`src/rtl/wave_sched.sv`:
```
// Time-multiplexed DDFS sequencer: N_CH phase accumulators share one registered-output
// sine ROM; each sample_tick sweeps all channels and captures one ROM word per channel.
//
// state | meaning
// IDLE  | waiting for sample_tick
// ISSUE | one channel per cycle: present address, step phase, push tag
// DRAIN | two cycles while the ROM and tag pipeline empty
module wave_sched #(
    parameter int N_CH        = 4,
    parameter int PHASE_WIDTH = 32,
    parameter int ADDR_WIDTH  = 8,
    parameter int DATA_WIDTH  = 16
) (
    input  logic                         clk,
    input  logic                         rst_n,
    input  logic                         sample_tick,
    input  logic                         fcw_wr,
    input  logic [$clog2(N_CH)-1:0]      fcw_ch,
    input  logic [PHASE_WIDTH-1:0]       fcw_data,
    input  logic [N_CH-1:0]              ch_en,
    input  logic                         overrun_clr,
    output logic [ADDR_WIDTH-1:0]        rom_addr,
    input  logic [DATA_WIDTH-1:0]        rom_data,
    output logic [N_CH*DATA_WIDTH-1:0]   sample_o,
    output logic                         sample_valid,
    output logic                         busy,
    output logic                         overrun
);
    localparam int CW = $clog2(N_CH);
    localparam logic [CW-1:0] LAST_CH = CW'(N_CH - 1);

    typedef enum logic [1:0] {IDLE, ISSUE, DRAIN} state_t;

    state_t                 state;
    logic [CW-1:0]          ch;
    logic                   drain_cnt;
    logic [PHASE_WIDTH-1:0] phase   [N_CH];
    logic [PHASE_WIDTH-1:0] fcw_sh  [N_CH];
    logic [PHASE_WIDTH-1:0] fcw_act [N_CH];
    logic [DATA_WIDTH-1:0]  sample  [N_CH];

    // Tag stage 1 aligns with rom_addr, stage 2 with rom_data.
    logic                   tag1_v, tag1_en, tag2_v, tag2_en;
    logic [CW-1:0]          tag1_id, tag2_id;

    always_ff @(posedge clk or negedge rst_n) begin
        if (!rst_n) begin
            state        <= IDLE;
            ch           <= '0;
            drain_cnt    <= 1'b0;
            rom_addr     <= '0;
            sample_valid <= 1'b0;
            busy         <= 1'b0;
            overrun      <= 1'b0;
            tag1_v       <= 1'b0;
            tag1_en      <= 1'b0;
            tag1_id      <= '0;
            tag2_v       <= 1'b0;
            tag2_en      <= 1'b0;
            tag2_id      <= '0;
            for (int k = 0; k < N_CH; k++) begin
                phase[k]   <= '0;
                fcw_sh[k]  <= '0;
                fcw_act[k] <= '0;
                sample[k]  <= '0;
            end
        end else begin
            sample_valid <= 1'b0;
            tag1_v       <= 1'b0;

            if (fcw_wr && (int'(fcw_ch) < N_CH))
                fcw_sh[fcw_ch] <= fcw_data;

            if (sample_tick && busy)
                overrun <= 1'b1;
            else if (overrun_clr)
                overrun <= 1'b0;

            tag2_v  <= tag1_v;
            tag2_en <= tag1_en;
            tag2_id <= tag1_id;

            if (tag2_v) begin
                sample[tag2_id] <= tag2_en ? rom_data : '0;
                if (tag2_id == LAST_CH)
                    sample_valid <= 1'b1;
            end

            case (state)
                IDLE: begin
                    if (sample_tick) begin
                        state <= ISSUE;
                        busy  <= 1'b1;
                        ch    <= '0;
                        for (int k = 0; k < N_CH; k++)
                            fcw_act[k] <= fcw_sh[k];
                    end
                end
                ISSUE: begin
                    rom_addr  <= phase[ch][PHASE_WIDTH-1 -: ADDR_WIDTH];
                    phase[ch] <= ch_en[ch] ? phase[ch] + fcw_act[ch] : '0;
                    tag1_v    <= 1'b1;
                    tag1_en   <= ch_en[ch];
                    tag1_id   <= ch;
                    if (ch == LAST_CH) begin
                        state     <= DRAIN;
                        drain_cnt <= 1'b0;
                    end else begin
                        ch <= ch + 1'b1;
                    end
                end
                DRAIN: begin
                    if (drain_cnt) begin
                        state <= IDLE;
                        busy  <= 1'b0;
                    end else begin
                        drain_cnt <= 1'b1;
                    end
                end
                default: state <= IDLE;
            endcase
        end
    end

    always_comb begin
        sample_o = '0;
        for (int k = 0; k < N_CH; k++)
            sample_o[k*DATA_WIDTH +: DATA_WIDTH] = sample[k];
    end

endmodule

```
`config.mk`:
```
export PLATFORM = sky130hd
export DESIGN_NAME = wave_sched
export DESIGN_NICKNAME = d
export VERILOG_FILES = /design/src/rtl/wave_sched.sv
export SDC_FILE = /design/constraint.sdc
export NUM_CORES = 1
export LEC_CHECK = 0
export ABC_CLOCK_PERIOD_IN_PS = 4250
export BUFFER_PORTS_ARGS = -buffer_cell sky130_fd_sc_hd__buf_2
export CORE_AREA = 3 3 233 235
export CTS_BUF_LIST = sky130_fd_sc_hd__clkbuf_2 sky130_fd_sc_hd__clkbuf_4 sky130_fd_sc_hd__clkbuf_8
export DETAILED_ROUTE_END_ITERATION = 7
export DIE_AREA = 0 0 236 238
export PLACE_DENSITY_LB_ADDON = 0.15
export RECOVER_POWER = 50
export SKIP_LAST_GASP = 1
export SYNTH_ARGS = -nofsm -noshare
export SYNTH_HDL_FRONTEND = slang
export SYNTH_SLANG_ARGS = --single-unit
```
`constraint.sdc`:
```
create_clock -name clk -period 4.25 [get_ports clk]
set_input_delay 0 -clock clk [delete_from_list [all_inputs] [get_ports clk]]
set_output_delay 0 -clock clk [all_outputs]
set_load 0.01 [all_outputs]
```
# --- Yosys cells after proc, flatten, opt, wreduce, memory -nomap -nowiden ---
# Cells that the tools add are included.
totals:
  inputBits: 59
  reg_bits: 472
  output_inout_bits: 75
classes:
  order_cmp: 7
  eq_ne: 8
  n_mux: 36
  bitwise: 3
  reduce_logical: 14
  n_addsub: 2
ops:
  columns: ["operator", "n"]
  rows:
  - ["128-bit bitwise mux", 2]
  - ["32-bit 2-to-1 mux", 7]
  - ["32-bit binary-select mux with 2-bit select", 2]
  - ["32-bit demux with 2-bit select", 2]
  - ["64-bit bitwise mux", 1]
  - ["32-bit adder", 1]
  - ["16-bit demux with 2-bit select", 1]
  - ["16-bit 2-to-1 mux", 2]
  - ["2-bit 2-to-1 mux", 5]
  - ["3-bit >= comparator (second input constant)", 3]
  - ["3-bit by 1-bit < comparator with 1-bit output (second input constant)", 3]
  - ["1-bit 2-to-1 mux", 9]
  - ["2-bit inverter with 3-bit output", 3]
  - ["3-bit AND reduction", 3]
  - ["2-bit != test (second input constant)", 4]
  - ["2-bit nonzero test", 4]
  - ["2-bit == test (second input constant)", 3]
  - ["2-bit one-hot mux with 3 select lines", 1]
  - ["1-bit logical AND", 4]
  - ["1-bit one-hot mux with 2 select lines", 2]
  - ["2-bit one-hot mux with 2 select lines", 1]
  - ["2-bit AND reduction", 2]
  - ["2-bit by 3-bit < comparator with 1-bit output (second input constant)", 1]
  - ["2-bit by 1-bit adder with 2-bit output (second input constant)", 1]
  - ["3 further kinds", 3]

# --- Longest topological paths before layout ---
depth:
  ltp_word: 7
  ltp_mapped: 13
  depth_no_buf: 11

# --- Least setup slack after synthesis ---
# No wires, ideal clock.
synth_timing:
  kind: "register to register"
  startpoint: "register ch[0]"
  endpoint: "register phase[126] (netlist bit)"
  t_arrival_ns: 3.657
  stages_incl_launch_ff: 14
  t_required_ns: 4.120
  path_slack_ns: 0.463
  setup_time_ns: 0.130
  path_cell_list: "dfrtp_1 buf_2 buf_2 buf_2 mux4_2 ha_1 buf_6 nand2_2 o211a_1 o41ai_2 nand4_1 and4_4 a211oi_2 o21ai_1"
synth_between:
  elab_chain_len: 7
  elab_cells_between_ends: 17
  classes_between: "1 x add/sub; 2 x order compare; 12 x mux; 1 x bitwise; 1 x reduce/logical"
synth_lines:
  columns: ["item", "line_no", "text"]
  rows:
  - ["start: declaration", "35", "logic [CW-1:0] ch;"]
  - ["start signal: assignment", "109", "ch <= ch + 1'b1;"]
  - ["2-bit inverter with 3-bit output", "101", "phase[ch] <= ch_en[ch] ? phase[ch] + fcw_act[ch] : '0;"]
  - ["32-bit binary-select mux with 2-bit select", "101", null]
  - ["32-bit 2-to-1 mux (implied by the code) (2 in a row)", "101", null]
  - ["32-bit adder", "101", null]
  - ["32-bit 2-to-1 mux", "101", null]
  - ["128-bit bitwise mux *", "101", null]
  - ["end signal: indexed assignment", "101", null]
  - ["end: declaration", "37", "logic [PHASE_WIDTH-1:0] phase [N_CH];"]
# Every way passes the cells marked *; elsewhere a longest branch is shown, timed or not. The select of a mux whose other input is x is not followed.
# A chain may end at the register's enable or synchronous reset.

# --- Worst setup path after layout ---
layout_timing:
  startpoint: "register ch[0]"
  endpoint: "register phase[26] (netlist bit)"
# The elaborated chain is that of the path after synthesis.

==> impl_metrics.json <==
{
  "clkSinkCount": 472,
  "crit_required_ns": 4.74,
  "leakagePower_nw": 10.7,
  "routed.top_layer": "met4",
  "synth.avg_cell_area_um2": 12.7,
  "grt_pass1_wl_mm": 81.1,
  "ios": 134,
  "io_buffers": 133,
  "synth-seq-area-share_pct": 56.5,
  "min_path_type": "in -> reg",
  "synthArstFlopShare_pct": 100,
  "fp.dieH_um": 238,
  "routed_wl_mm": 50.3,
  "crit_chain": "buf_12 > buf_12 > mux4_2 > ha_1 > nor2b_1 > o2111ai_1 > a21oi_1 > o211ai_1 > a21oi_1 > nor3_1 > o31ai_1",
  "initial_core_util_pct": 39.8,
  "synth.distinct_cells": 67,
  "crit_path_end_kind": "flop",
  "max_stage_delay_ns": 0.58,
  "worstPathMaxFanout": 17,
  "cts_root_buffer": "clkbuf_8",
  "synth_warnings": 0,
  "drv_slew": 424,
  "core_region_area_mm2": 0.0524,
  "syn_nets": 1734,
  "grt_max_degree": 133,
  "max-cap-violations": 5,
  "grt_pass1_vias": 14300,
  "grtUsageTotal_pct": 18.0,
  "p_int_mw": 12.8,
  "total_power_mw": 21.2,
  "clk_latency_ns": 0.65,
  "met3WireLength_mm": 2.23,
  "htreeDepth": 3,
  "synth_edf_count": 0,
  "met1_length_mm": 23.2,
  "pwr-share-seq_pct": 33.6,
  "status": "finished with violations",
  "setup_viol_count_final": 0,
  "power_switching_mw": 8.44,
  "vias": 13700,
  "period_needed_ns": 3.85,
  "syn_to_final_growth_pct": 17.5,
  "cp-start-kind": "flop",
  "finalHoldViolations": 0,
  "ant_nets": 0,
  "criticalPathCategory": "reg -> reg",
  "rsz0062_at_grt": "false",
  "fin_nets": 1944,
  "powerDensity_mw_per_mm2": 865,
  "timing.final.crit_share_pct": 90.7,
  "nFillCells": 4824,
  "ir_drop_v": 0.000410,
  "critPathTopFamily": "compound AO/OA/AOI/OAI gates",
  "synth-seq-cells": 472,
  "numCtsBuffers": 82,
  "swShare_pct": 39.7,
  "cts_post_setup_buffers_inserted": 0,
  "cts.repair.resized": 0,
  "post-dp-hpwl_mm": 32.7,
  "route.detailed.drc": 0,
  "final.setup.tns_ns": 0,
  "cts.clk_slew.worst_paths_ns": 0.07,
  "pwr-share-comb_pct": 46.2,
  "cts.path.max_buffers": 3,
  "yosysTopAreaCellShare_pct": 56.5,
  "p_clk_share_pct": 20.3,
  "die_x_um": 236,
  "tritoncts": "built",
  "wl_per_cell_um": 19.4,
  "violations": "max-capacitance violations, max-slew violations",
  "ys.flop_type": "dfrtp_1",
  "ctsHoldBuffers": 54,
  "dr.first_iter.drc_count": 707,
  "drt_pass1_iterations": 5,
  "avgViaCountPerCell": 5.28,
  "gp_congestion": 0.831,
  "antenna_found_initial": 1,
  "synthTopCellsByArea": "dfrtp_1 (57%), mux2_2 (14%), mux4_2 (6.9%)",
  "synth_top_cell_by_area": "dfrtp_1",
  "grt_overflow": 0,
  "fmax_mhz": 260,
  "slew_headroom_pct": -93.0,
  "cp_slowest_cell": "dfrtp_4",
  "final_layout_size_suffix_gt1_share_pct": 30.6,
  "routed-wl-met2_mm": 23.9,
  "critical_path.n_buffers_inverters": 2,
  "synthCells": 1639,
  "clock_skew_ns": 0.0340,
  "netlist_area_mm2": 0.0209,
  "num_rows": 84,
  "die_area_mm2": 0.0562,
  "worstMarginPinSlew_ns": 2.89,
  "cp_data_arrival_time_ns": 4.34,
  "rrSetupSlack_ns": 0.40
}
==> path summary, 6_finish.rpt <==
path | from | to | cells past startpoint
max reg2reg | ch[0] | phase[26] | 11
max in group asynchronous | rst_n | ch[1] | 4
min in group asynchronous | rst_n | fcw_act[87] | 4
min | fcw_data[3] | fcw_sh[99] | 3
min reg2reg | tag1_v | tag2_v | 0
max | ch[0] | phase[26] | 11
==> synthesized netlist by cell type, types with 16 or more instances <==
library cell and instances:
nand2_1 244, a22o_1 24, ha_1 35, dfrtp_1 472
nor2_1 23, a21oi_1 31, mux4_2 64, mux2_2 256
nand4_1 16, nand3_1 20, o21ai_0 154, clkbuf_1 73
o31ai_1 24
==> through the flow <==
stage                     utilization [%]  hold WS, ns  setup slack (ns)  cells  area [um^2]
after floorplan                         -       -0.296             0.463   1639        20900
after global placement               42.8        0.101             0.519   2399        22400
after detailed placement             42.8        0.104             0.448   2399        22400
after CTS                            47.1        0.112             0.369   2594        24700
after global routing                 46.8        0.157            0.0323   2596        24500
final                                46.8        0.175             0.397   2596        24500
==> worst min-delay path: stages <==
cell	delay (ns)
dlygate4sd3_1	0.51
buf_2	0.12
mux2_2	0.14
==> cells by family (layout without fill, tap and decap cells) <==
| kind of cell | Yosys count | in the layout | share of synthesized area (%) |
|---|---|---|---|
| other cells | 0 | 2 | 0 |
| fa+ha+maj | 36 | 36 | 2.19 |
| flops | 472 | 472 | 56.5 |
| buf+inv | 115 | 382 | 2.31 |
| mux | 325 | 325 | 20.9 |
| xor+xnor | 20 | 20 | 0.839 |
| simple gates | 346 | 346 | 7.19 |
| compound gates | 325 | 325 | 9.98 |
==> state kept, by name (all words and copies together) (netlist names), 2 cells and up <==
register,count
fcw_act,128
fcw_sh,128
phase,128
sample_o,64
rom_addr,8
ch,2
state,2
tag1_id,2
tag2_id,2
==> per-layer routing <==
metal	GRT usage (%)	vias up
li1	-	6355
met1	25.0	6988
met2	28.9	295
met3	3.47	68
met4	5.70	0
met5	0	-
==> placed cells by master (no fill, tap or decap), drive strengths merged, types with 23 or more instances in the layout <==
cell         netlist  routed
clkbuf            74     214
mux2             256     256
buf               25      89
mux4              64      64
o31ai             24      24
dlygate4sd3        0      53
a22o              24      24
nor2              23      23
o21ai            166     166
a21oi             34      34
nand2            245     245
dfrtp            472     472
ha                35      35
==> power by group through the flow <==
stage,clock network (mW),logic [mW],registers [mW]
finish,4.30,9.81,7.13
global route,4.67,10.9,7.35
CTS,4.46,9.97,7.13
detailed placement,0,9.89,7.20
global placement,0,9.78,7.15
floorplan,0,7.22,6.95
==> layout make-up <==
type	instances	area, um^2	share of cell area [%]
antenna	2	5.00	0.0204
tap	688	861	3.51
clock buffer	131	1640	6.68
timing repair buffer	225	1450	5.89
multi-input combinational	1052	8630	35.1
inverter	16	60.1	0.245
clock inverter	10	90.1	0.367
sequential	472	11800	48.1
No activity file was read; power rests on OpenSTA's default activity.
